<file path="src/rtl/program_store.sv">
// TinyBF program store: instruction RAM with a streaming loader, clear sweep and a 1-cycle fetch port.
// Optional per-word even parity is enabled by defining PROG_STORE_PARITY_EN.
module program_store #(
    parameter int DATA_W = 8,
    parameter int DEPTH  = 32,
    localparam int AW    = $clog2(DEPTH)
) (
    input  logic              clk_i,
    input  logic              rst_i,
    input  logic              clr_i,
    input  logic              ld_start_i,
    input  logic              ld_valid_i,
    input  logic [DATA_W-1:0] ld_data_i,
    output logic              ld_ready_o,
    input  logic              ld_end_i,
    input  logic              ren_i,
    input  logic [AW-1:0]     raddr_i,
    output logic [DATA_W-1:0] rdata_o,
    output logic              rvalid_o,
    output logic              rend_o,
    output logic [AW:0]       prog_len_o,
    output logic              busy_o,
    output logic              full_o,
    output logic              ovf_o,
    output logic              par_err_o
);

    typedef enum logic [1:0] {
        IDLE  = 2'd0,
        CLEAR = 2'd1,
        LOAD  = 2'd2
    } state_t;

    localparam logic [AW:0] DEPTH_P = (AW+1)'(DEPTH);
    localparam logic [AW:0] LAST_P  = (AW+1)'(DEPTH - 1);

    state_t              state;
    logic [AW:0]         ptr;
    logic [AW:0]         ptr_inc;
    logic                accept;
    logic                we;
    logic [AW-1:0]       waddr;
    logic [DATA_W-1:0]   wdata;
    logic                bypass;
    logic [DATA_W-1:0]   mem [DEPTH];

    // ptr doubles as the clear sweep address and the load pointer; only one is live at a time.
    always_comb begin
        ptr_inc = ptr + (AW+1)'(1);
        accept  = (state == LOAD) && ld_valid_i && !full_o && !clr_i;
        we      = (state == CLEAR) || accept;
        waddr   = ptr[AW-1:0];
        wdata   = (state == CLEAR) ? '0 : ld_data_i;
        bypass  = we && (waddr == raddr_i);
    end

    assign ld_ready_o = (state == LOAD) && !full_o;
    assign busy_o     = (state != IDLE);

    always_ff @(posedge clk_i or negedge rst_i) begin
        if (!rst_i) begin
            state      <= IDLE;
            ptr        <= '0;
            prog_len_o <= '0;
            full_o     <= 1'b0;
            ovf_o      <= 1'b0;
        end else if (clr_i) begin
            state      <= CLEAR;
            ptr        <= '0;
            prog_len_o <= '0;
            full_o     <= 1'b0;
            ovf_o      <= 1'b0;
        end else begin
            case (state)
                IDLE: begin
                    if (ld_start_i && !ld_end_i) begin
                        state  <= LOAD;
                        ptr    <= '0;
                        full_o <= 1'b0;
                        ovf_o  <= 1'b0;
                    end
                end
                CLEAR: begin
                    ptr <= ptr_inc;
                    if (ptr == LAST_P) state <= IDLE;
                end
                LOAD: begin
                    if (accept) begin
                        ptr    <= ptr_inc;
                        full_o <= (ptr_inc == DEPTH_P);
                    end
                    if (ld_valid_i && full_o) ovf_o <= 1'b1;
                    if (ld_end_i) begin
                        prog_len_o <= accept ? ptr_inc : ptr;
                        state      <= IDLE;
                    end
                end
                default: state <= IDLE;
            endcase
        end
    end

    always_ff @(posedge clk_i) begin
        if (we) mem[waddr] <= wdata;
    end

    always_ff @(posedge clk_i or negedge rst_i) begin
        if (!rst_i) begin
            rdata_o  <= '0;
            rvalid_o <= 1'b0;
            rend_o   <= 1'b0;
        end else begin
            rvalid_o <= ren_i;
            if (ren_i) begin
                rdata_o <= bypass ? wdata : mem[raddr_i];
                rend_o  <= ({1'b0, raddr_i} >= prog_len_o);
            end
        end
    end

`ifdef PROG_STORE_PARITY_EN
    logic mem_par [DEPTH];
    logic wpar;

    assign wpar = (state == CLEAR) ? 1'b0 : ^ld_data_i;

    always_ff @(posedge clk_i) begin
        if (we) mem_par[waddr] <= wpar;
    end

    // A bypassed read returns freshly written data, so it cannot carry a stored-bit error.
    always_ff @(posedge clk_i or negedge rst_i) begin
        if (!rst_i) par_err_o <= 1'b0;
        else        par_err_o <= ren_i && !bypass && (mem_par[raddr_i] != ^mem[raddr_i]);
    end
`else
    assign par_err_o = 1'b0;
`endif

endmodule

</file>
<file path="config.mk">
export PLATFORM = sky130hd
export DESIGN_NAME = program_store
export DESIGN_NICKNAME = d
export VERILOG_FILES = /design/src/rtl/program_store.sv
export SDC_FILE = /design/constraint.sdc
export NUM_CORES = 1
export LEC_CHECK = 0
export ABC_AREA = 1
export BUFFER_PORTS_ARGS = -buffer_cell sky130_fd_sc_hd__buf_2
export CAP_MARGIN = 20
export CORE_ASPECT_RATIO = 1.25
export CORE_MARGIN = 4
export CORE_UTILIZATION = 50
export DETAILED_ROUTE_END_ITERATION = 8
export HOLD_SLACK_MARGIN = 0.05
export PLACE_DENSITY_LB_ADDON = 0.3
export SLEW_MARGIN = 20
export SYNTH_ARGS = -nofsm -noshare
export SYNTH_HDL_FRONTEND = slang
export SYNTH_SLANG_ARGS = --single-unit
export TNS_END_PERCENT = 20
</file>
<file path="constraint.sdc">
create_clock -name clk_i -period 2.9 [get_ports clk_i]
set_input_delay 0.435 -clock clk_i [delete_from_list [all_inputs] [get_ports clk_i]]
set_output_delay 0.435 -clock clk_i [all_outputs]
set_load 0.005 [all_outputs]
</file>
# After elaboration in Yosys (flattened, before gate mapping)
# Memory sizes are Yosys's and may differ from the RTL's. A register that Yosys moved wholly into a read port is not among the register bits.
# Cells that the tools add are included.
dict set report op_classes {
  n_addsub 1
  mul 0
  n_div 0
  magnitude_cmp 1
  n_eq_ne 9
  shifts 0
  muxes 22
  n_bitwise 0
  n_reduce_logical 22
}
# operator count
set ops {}
lappend ops {{two-way mux 6 bit} 6}
lappend ops {{case mux 6 bit (3 select lines)} 1}
lappend ops {{!= test 3 bit (second input constant)} 3}
lappend ops {{AND reduction 3 bit} 3}
lappend ops {{two-way mux 2 bit} 4}
lappend ops {{two-way mux 8 bit} 1}
lappend ops {{two-way mux 1 bit} 7}
lappend ops {{adder 6 x 1 -> 6 bit (second input constant)} 1}
lappend ops {{== test 6 x 5 -> 1 bit (second input constant)} 1}
lappend ops {{== test 6 bit (second input constant)} 1}
lappend ops {{greater-or-equal comparator 5 x 6 -> 1 bit} 1}
lappend ops {{logical AND 1 bit} 6}
lappend ops {{!= test 3 x 2 -> 1 bit (second input constant)} 2}
lappend ops {{case mux 2 bit (3 select lines)} 1}
lappend ops {{nonzero test 2 bit} 3}
lappend ops {{zero test 1 bit} 4}
lappend ops {{case mux 1 bit (2 select lines)} 2}
lappend ops {{AND reduction 2 bit} 2}
lappend ops {{nonzero test 4 bit} 1}
lappend ops {{nonzero test 3 bit} 1}
lappend ops {{== test 2 x 1 -> 1 bit (second input constant)} 1}
lappend ops {{== test 2 bit (second input constant)} 1}
lappend ops {{zero test 2 bit} 1}
lappend ops {{logical OR 1 bit} 1}
dict set report word_totals {
  reg_bits 18
  latchBits 0
  ram_bits 256
  mem_bits_ro 0
  out_inout_bits 21
  word_cells 63
  memories 1
}
# name depth word_bits rd rd_clocked_by_memory_dff wr line_no
set memory_table {}
lappend memory_table {mem 32 8 1 1 1 45} ;# logic [DATA_W-1:0] mem [DEPTH];

# Logic depth before layout (Yosys ltp)
# Gate-level depths: netlist of run 1.
dict set report logic_depth {
  depth_word 8
  mapped_depth 14
  depth_no_buf 14
}

# Least setup slack after synthesis of run 1
# Ideal clock, no wire load.
dict set report synth_timing {
  path_kind {register -> register}
  from {register state[0]}
  to {memory mem[27][0], enable pin}
  setup_time_ns 0.370
  arrival_ns 1.718
  t_required_ns 2.530
  setup_slack_ns 0.812
  stages_incl_launch_ff 11
  n_path_buf 0
  synth_period_minus_slack_ns 2.088
  path_cell_list {dfrtp_1 -> inv_1 -> ha_1 -> inv_2 -> nor2_4 -> nand2_4 -> nor2_8 -> inv_4 -> nand2_4 -> nand2_1 -> nor2_1}
}
dict set report synth_between {
  elab_chain_cells 7
  elab_cells_between_ends 8
}
# item line_no
set synth_rtl {}
lappend synth_rtl {{start, declared} 37} ;# state_t state;
lappend synth_rtl {{start signal, assigned} 62} ;# state <= IDLE;
lappend synth_rtl {{start signal, assigned} 68} ;# state <= CLEAR;
lappend synth_rtl {{start signal, assigned} 77} ;# state <= LOAD;
lappend synth_rtl {{== test 2 bit} 50} ;# accept = (state == LOAD) && ld_valid_i && !full_o && !clr_i;
lappend synth_rtl {{logical AND 1 bit (3 in series)} 50}
lappend synth_rtl {{logical OR 1 bit *} 51} ;# we = (state == CLEAR) || accept;
lappend synth_rtl {{two-way mux 1 bit *} 104} ;# if (we) mem[waddr] <= wdata;
lappend synth_rtl {{two-way mux 1 bit (not written as such) *} 104}
lappend synth_rtl {{end, declared} 45}
# Every way passes the cells marked *; elsewhere a longest branch is shown, timed or not.

# Worst setup path after layout of run 1
dict set report layout_timing {
  from {register state[0]}
  to {memory mem[8][2], enable pin}
}
# The elaborated chain is that of the path after synthesis.

==> results.cfg, run 1 <==
[outcome]
status = finished, final reports clean

[logic_synthesis]
synth_area_per_cell_um2 = 10.5
synth_simple_gate_area_share_pct = 23.3
synthXorXnorAreaFrac_pct = 0.500
synth_area_mm2 = 0.0123
syn-num-nets = 1201
synth-adder-area-share_pct = 1.23
synth_mux_area_share_pct = 0
synth_compound_area_share_pct = 2.81
syn_inst = 1169
synthDistinctLibCells = 27
synth_top_family_by_area = simple AND/OR/NAND/NOR gates
ys_warn_count = 0
ys_seq_area_share_pct = 68.0
synth-seq-cells = 282

[clocking]
clock-root-buffer = clkbuf_16
clock_path_buffers = 3
cts_tree = built
clock_sinks = 282
clk_pin_slew_ps = 70
clk_latency_ps = 520
postCtsSetupBuffers = 0
numCtsBuffers = 26
ctsHoldBuffers = 2
htree_levels = 1
cts_resized = 0

[cells_and_area]
final_common_cell = nand2_1
layout-drive-gt1-share_pct = 11.1
fillCellCount = 1997
final_nets = 1257
areaGrowthSynthToFinish_pct = 13.0
finalInstanceArea_mm2 = 0.0138
most-common-layout-cells = nand2_1 (473), edfxtp_1 (256), nand3_1 (167)
diodes = 0

[timing]
worst_slew_pin_slew_ps = 729
max_freq_ghz = 0.396
setup_tns_ps = 0
hold_ws_ps = 274
finalHoldViolations = 0
fin_crit_sh_pct = 87.2
rsz0062_at_grt = false
slew_headroom_pct = 50.9
period_needed_ps = 2530
setup_violations = 0
skew_ps = 14.3
slew_violations = 0

[route]
wl_per_cell_um = 18.5
post_drt_via_cell_ratio = 5.37
via_count = 8428
detail-route-antenna-nets = 0
dr.pass1.iters = 5
drc = 0
drt_iter0_drc = 752
drt_wl_total_um = 29100

[critical_path]
worstPathCellList = inv_1 > ha_1 > inv_2 > nor2_4 > nand2_4 > nor2_8 > inv_4 > nand2_4 > nand2_1 > nor2_1
crit_arrival_ps = 2680
startpoint = state[0]
cp_top_family = simple AND/OR/NAND/NOR gates
critPathRequiredTime_ps = 3050
crit_path_frequent_cell = nand2_4
cp_max_fo = 10
cpMaxStageDelayCell = nor2_1
rrSetupSlack_ps = 370
r2r-end = mem[8][2]
ff2ff_path_depth = 10
worst-path-buf-inv = 3
endpoint_kind = flip-flop
crit_cells = 10
r2r-start = state[0]
critPathKind = flip-flop to flip-flop
max_stage_delay_ps = 580
worst_setup_path_start_kind = flip-flop
crit_end = mem[8][2]

[placed_design]
dpl_cell_area_mm2 = 0.0130
place_congestion = 0.875
hpwl_um = 18100
io_buffers = 39

[pwr]
powerDensity_mw_per_mm2 = 636
vdd_drop_max_uv = 506
p_total_mw = 8.81
leakagePower_nw = 5.59

[grt]
grt_use_total_pct = 21.7
grt_pass1_vias = 8417
grt_pass1_wl_um = 45800
antenna_found_initial = 0
grt_max_degree = 130
grt_overflow = 0

[die]
die-area_mm2 = 0.0271
die_w_um = 148
initial_utilization_pct = 51.1
coreArea_mm2 = 0.0240
die_h_um = 183
ios = 41
fp-row-count = 63

[worst_hold_path]
hold_path.class = primary input to flip-flop

[flow_run]
maxCapViolations = 0
[flip-flops by register name, summed over array words and instances (netlist names)]
signal      count
state           2
prog_len_o      6
rdata_o         8
mem           256
rvalid_o        1
full_o          1
rend_o          1
ptr             6
ovf_o           1
[cell families (layout without fill, tap and decap cells)]
family                     after synthesis  count (layout)
adders and majority gates               12              12
DFF                                    282             282
AOI/OAI and AO/OA                       64              64
xor gates and xnor gates                 7               7
and+or+nand+nor                        689             689
buffers and inverters                  114             190
other                                    1               1
[power by group]
part	switching, mW	internal, mW
Clock	1.44	1.89
Sequential	0.0320	4.60
Combinational	0.636	0.225
[stage by stage]
step	setup WS, ps	utilization, %	instances
2_1_floorplan	812	-	1169
3_3_place_gp	530	54.2	1520
3_5_place_dp	423	54.2	1520
4_1_cts	405	57.8	1570
5_1_grt	224	57.8	1570
6_report	372	57.8	1570
[routing by layer]
layer / track usage (%) / vias up / routed length, um
met3: 3.26 / 70 / 1790
met4: 8.84 / 0 / 1170
li1: - / 4055 / -
met5: 0 / - / 0
met2: 37.4 / 304 / 14600
met1: 27.7 / 3999 / 11500
[worst min-delay path by stage]
stage	startpoint	endpoint	slack [ps]	depth (start not counted)
global route	clr_i	state[0]	280	3
finish	clr_i	state[0]	270	3
detailed placement	rdata_o[6]	rdata_o[6]	470	2
CTS	clr_i	state[0]	250	3
global placement	rdata_o[2]	rdata_o[2]	470	2
floorplan	rst_i	full_o	140	0
[Yosys cell counts (all sizes together)]
master / n / area, um2
nand2: 476 / 1810
edfxtp: 256 / 7690
nand3: 167 / 836
inv: 55 / 211
buf: 50 / 254
nor2: 46 / 213
o21ai: 28 / 140
dfrtp: 26 / 651
a21oi: 22 / 110
ha: 12 / 150
o22ai: 10 / 62.6
clkbuf: 9 / 33.8
xor2: 4 / 35.0
xnor2: 3 / 26.3
conb: 1 / 3.75
o211ai: 1 / 7.51
o21bai: 1 / 7.51
o221ai: 1 / 8.76
o31ai: 1 / 7.51
[worst register-to-register path: stages, from the launching register on]
cell and delay (ps):
dfrtp_1 400, inv_1 120, ha_1 200, inv_2 100
nor2_4 120, nand2_4 80, nor2_8 150, inv_4 60
nand2_4 80, nand2_1 270, nor2_1 580
[area by class of cell]
type | count | area (um2) | area share [%]
Sequential cell | 282 | 8340 | 60.2
Multi-Input combinational cell | 773 | 3420 | 24.7
Clock buffer | 32 | 694 | 5.01
Timing Repair Buffer | 87 | 638 | 4.61
Tap cell | 325 | 407 | 2.94
Inverter | 55 | 214 | 1.54
Clock inverter | 16 | 139 | 1.00
Power figures use the tool's default switching activity.
==> run 2, diff against run 1 <==
--- a/config.mk
+++ b/config.mk
@@ -10,7 +10,7 @@
 export CAP_MARGIN = 20
 export CORE_ASPECT_RATIO = 1.25
 export CORE_MARGIN = 4
-export CORE_UTILIZATION = 50
+export CORE_UTILIZATION = 40
 export DETAILED_ROUTE_END_ITERATION = 8
 export HOLD_SLACK_MARGIN = 0.05
 export PLACE_DENSITY_LB_ADDON = 0.3
==> results.cfg, run 2 (synthesis gave the netlist of run 1 again) <==
[outcome]
status = finished, final reports clean

[clocking]
numCtsBuffers = 27
htree_levels = 1
cts_tree = built
clock-root-buffer = clkbuf_16
clk_pin_slew_ps = 60
postCtsSetupBuffers = 0
clk_latency_ps = 520
clock_sinks = 282
clock_path_buffers = 3

[route]
wl_per_cell_um = 18.9
drt_wl_total_um = 31200
post_drt_via_cell_ratio = 5.13
drt_iter0_drc = 775
via_count = 8472
drc = 0
detail-route-antenna-nets = 0
dr.pass1.iters = 5

[pwr]
pwr-share-seq_pct = 51.9
powerDensity_mw_per_mm2 = 637
combPwrFrac_pct = 10.1
intPower_mw = 6.80
clkPwrFrac_pct = 38.1
vdd_drop_max_uv = 492
leakagePower_nw = 5.63
switchingPower_mw = 2.13
swShare_pct = 23.8

[cells_and_area]
final_nets = 1264
final_util_pct = 46.4
reg_top3 = mem (256), rdata_o (8)
most-common-layout-cells = nand2_1 (473), edfxtp_1 (256), nand3_1 (167)
top_register = mem
final_common_cell = nand2_1
areaGrowthSynthToFinish_pct = 14.4
layout-drive-gt1-share_pct = 11.4
diodes = 0
largest_reg_flops = 256

[timing]
rsz0062_at_grt = false
worst_slew_pin_slew_ps = 792
skew_ps = 18.0
fin_crit_sh_pct = 83.4
setup_violations = 0
finalHoldViolations = 0
slew_headroom_pct = 47.1
max_freq_ghz = 0.414
setup_tns_ps = 0
slew_violations = 0
period_needed_ps = 2420

[die]
fp-row-count = 71
initial_utilization_pct = 40.6
die_w_um = 165
coreArea_mm2 = 0.0302
ios = 41
die-area_mm2 = 0.0335
die_h_um = 204

[placed_design]
io_buffers = 39
place_congestion = 0.903
hpwl_um = 20000

[grt]
grt_pass1_vias = 8682
grt_overflow = 0
antenna_found_initial = 0
grt_max_degree = 98
grt_pass1_wl_um = 48700
grt_use_total_pct = 18.9

[flow_run]
maxCapViolations = 0

[critical_path]
endpoint_kind = flip-flop
critPathKind = flip-flop to flip-flop
worst_setup_path_start_kind = flip-flop
ff2ff_path_depth = 11
crit_arrival_ps = 2650
cp_max_fo = 10
critPathRequiredTime_ps = 3130

[worst_hold_path]
hold_path.class = primary input to flip-flop
hold_depth = 1
## run 2: cell count changes in the layout (fill, tap and decap cells not counted), moves of 2 or more
cell / before / now
buf_4: 41 / 47
clkinvlp_4: 4 / 1
clkinv_2: 5 / 3
clkinvlp_2: 0 / 2
## run 2: final cells by class
cell class              instances  area [um2]
inverters                      55         214
clock buffers                  33         698
multi-input cells             773        3420
well taps                     401         502
fillers                      2816       16200
flip-flops and latches        282        8340
repair buffers                 93         693
clock inverters                15         150
## run 2: path summary, 6_finish.rpt
kind	start	endpoint	slack [ps]
worst max-delay path	state[0]	mem[8][7]	480
worst max register to register	state[0]	mem[8][7]	480
min in group asynchronous	rst_i	rdata_o[0]	460
worst min register to register	rdata_o[1]	rdata_o[1]	480
max in group asynchronous	rst_i	ptr[2]	2030
worst min-delay path	ren_i	rvalid_o	70
## run 2: metal layers
layer	part of all wire (%)	wire length (um)	vias to the layer above	GRT usage, %
li1	-	-	4061	-
met3	6.6	2070	64	2.57
met1	39	12100	4026	23.5
met5	0	0	-	0
met2	51	16000	321	33.4
met4	3.6	1120	0	6.86
## run 2: timing repair
| action | in CTS | in global routing |
|---|---|---|
| gates resized for setup | 0 | 0 |
| endpoints found under the hold margin | 26 | 0 |
| hold buffers | 1 | 0 |
## run 2: through the flow
stage	power, mW	worst slack, ps	hold slack (ps)	cell area (um2)	instances
floorplan	5.21	812	139	12300	1169
global placement	5.61	625	463	13200	1603
detailed placement	5.62	534	465	13200	1603
CTS	8.99	518	57.7	14000	1652
global route	9.26	385	58.5	14000	1652
finish	8.93	482	74.5	14000	1652
## run 2: power groups by stage
stage               logic, mW  clock network [mW]  registers, mW
finish                  0.901                3.40           4.63
global route            0.984                3.64           4.64
CTS                     0.904                3.45           4.63
detailed placement      0.899                   0           4.72
global placement        0.889                   0           4.72
floorplan               0.499                   0           4.71
## run 2: worst max-delay path, cell delays in order (launching register included)
cell     delay, ps
dfrtp_1        400
inv_1          110
ha_1           190
inv_2          100
nor2_4         120
nand2_4         80
nor2_8         160
inv_4           60
nand2_4         90
nand2_1        360
nor2_1         250
buf_4          200
==> run 3, diff against run 2 <==
==> constraint.sdc (replaced) <==
create_clock -name clk_i -period 2.4 [get_ports clk_i]
set_input_delay 0.36 -clock clk_i [delete_from_list [all_inputs] [get_ports clk_i]]
set_output_delay 0.36 -clock clk_i [all_outputs]
set_load 0.005 [all_outputs]
==> results.cfg, run 3 (synthesis gave the netlist of run 1 again) <==
[placed_design]
hpwl_um = 20600
place_congestion = 0.901
io_buffers = 39
post-place-ws_ps = 274
dpl_cell_area_mm2 = 0.0134
dpl.cell_count = 1617

[cells_and_area]
layout-drive-gt1-share_pct = 12.2
areaGrowthSynthToFinish_pct = 16.1
reg_top3 = mem (256), rdata_o (8)
finalInstanceArea_mm2 = 0.0142
multi_input_area_mm2 = 0.00342
largest_reg_flops = 256
final_util_pct = 47.1
final_nets = 1280
register_area_mm2 = 0.00834
most-common-layout-cells = nand2_1 (473), edfxtp_1 (256), nand3_1 (167)
diodes = 0
final_common_cell = nand2_1
top_register = mem
stdcell_count = 1670
fillCellCount = 2832

[grt]
grt_max_degree = 66
grt_pass1_vias = 8565
antenna_found_initial = 0
grt_overflow = 0
grt_use_total_pct = 19.4
grt_pass1_wl_um = 49300

[critical_path]
ff2ff_path_depth = 12
cp_max_fo = 10
rrSetupSlack_ps = 250
endpoint_kind = flip-flop
critPathRequiredTime_ps = 2650
worst_setup_path_start_kind = flip-flop
crit_arrival_ps = 2400
critPathKind = flip-flop to flip-flop

[clocking]
clock-root-buffer = clkbuf_16
clock_sinks = 282
cts_tree = built
clock_path_buffers = 3
clk_latency_ps = 560
htree_levels = 1
numCtsBuffers = 28
postCtsSetupBuffers = 0
clk_pin_slew_ps = 60

[die]
initial_utilization_pct = 40.6
ios = 41
die_w_um = 165
coreArea_mm2 = 0.0302
fp-row-count = 71
die_h_um = 204
die-area_mm2 = 0.0335

[worst_hold_path]
hold_depth = 5
hold_path.class = primary input to flip-flop

[route]
via_count = 8495
detail-route-antenna-nets = 0
wl_per_cell_um = 19.1
drt_wl_total_um = 31900
dr.pass1.iters = 5
post_drt_via_cell_ratio = 5.09
drt_iter0_drc = 617
drc = 0

[pwr]
leakagePower_nw = 5.74
powerDensity_mw_per_mm2 = 761
p_total_mw = 10.8
vdd_drop_max_uv = 669

[timing]
finalHoldViolations = 0
max_freq_ghz = 0.464
worst_slew_pin_slew_ps = 626
setup_tns_ps = 0
fin_crit_sh_pct = 89.7
period_needed_ps = 2150
skew_ps = 22.5
slew_headroom_pct = 58.3
setup_slack_ps = 246
rsz0062_at_grt = false
setup_violations = 0
hold_ws_ps = 184
slew_violations = 0

[flow_run]
maxCapViolations = 0

[outcome]
status = finished, final reports clean
-- run 3: changes by cell type in the layout (fill, tap and decap cells not counted), sizes merged --
| cell | change |
|---|---|
| buf | +14 |
| bufinv | -2 |
| clkbuf | +4 |
| clkinv | +4 |
| clkinvlp | -3 |
| dlygate4sd3 | +1 |
-- run 3: per-layer routing --
metal	vias up	wire length [um]	global-route usage, %
met5	-	0	0
met1	4042	12900	24.5
met4	0	1080	7.22
li1	4096	-	-
met2	290	16100	33.7
met3	67	1800	2.63
-- run 3: where the power goes --
part,internal (mW),switching (mW)
Sequential,5.55,0.0394
Clock,2.30,1.76
Combinational,0.347,0.828
-- run 3: what timing repair did --
item / in CTS / in global routing
hold buffers: 2 / 0
hold endpoints to repair: 27 / 0
setup endpoints to repair: 0 / 0
gates resized for setup: 0 / 0
-- run 3: layout make-up --
| type | instances | area share [%] |
|---|---|---|
| clock buffers | 37 | 5.31 |
| inverters | 55 | 1.50 |
| repair buffers | 108 | 6.39 |
| multi-input cells | 773 | 24.0 |
| flip-flops and latches | 282 | 58.6 |
| well taps | 401 | 3.53 |
| clock inverters | 14 | 0.598 |
-- run 3: worst max-delay path, stage by stage, from the launching register on --
cell	delay, ps
dfrtp_1	390
inv_1	110
ha_1	190
inv_2	100
nor2_4	120
nand2_4	80
nor2_8	160
inv_4	60
nand2_4	80
nand2_1	80
buf_4	180
nor2_1	90
buf_4	200
-- run 3: path summary, 6_finish.rpt --
kind                              start            end
setup / recovery               state[0]     mem[22][3]
hold / removal             ld_data_i[5]     rdata_o[5]
setup reg to reg               state[0]     mem[22][3]
hold reg to reg              rdata_o[2]     rdata_o[2]
max in group asynchronous         rst_i     rdata_o[6]
min in group asynchronous         rst_i  prog_len_o[2]
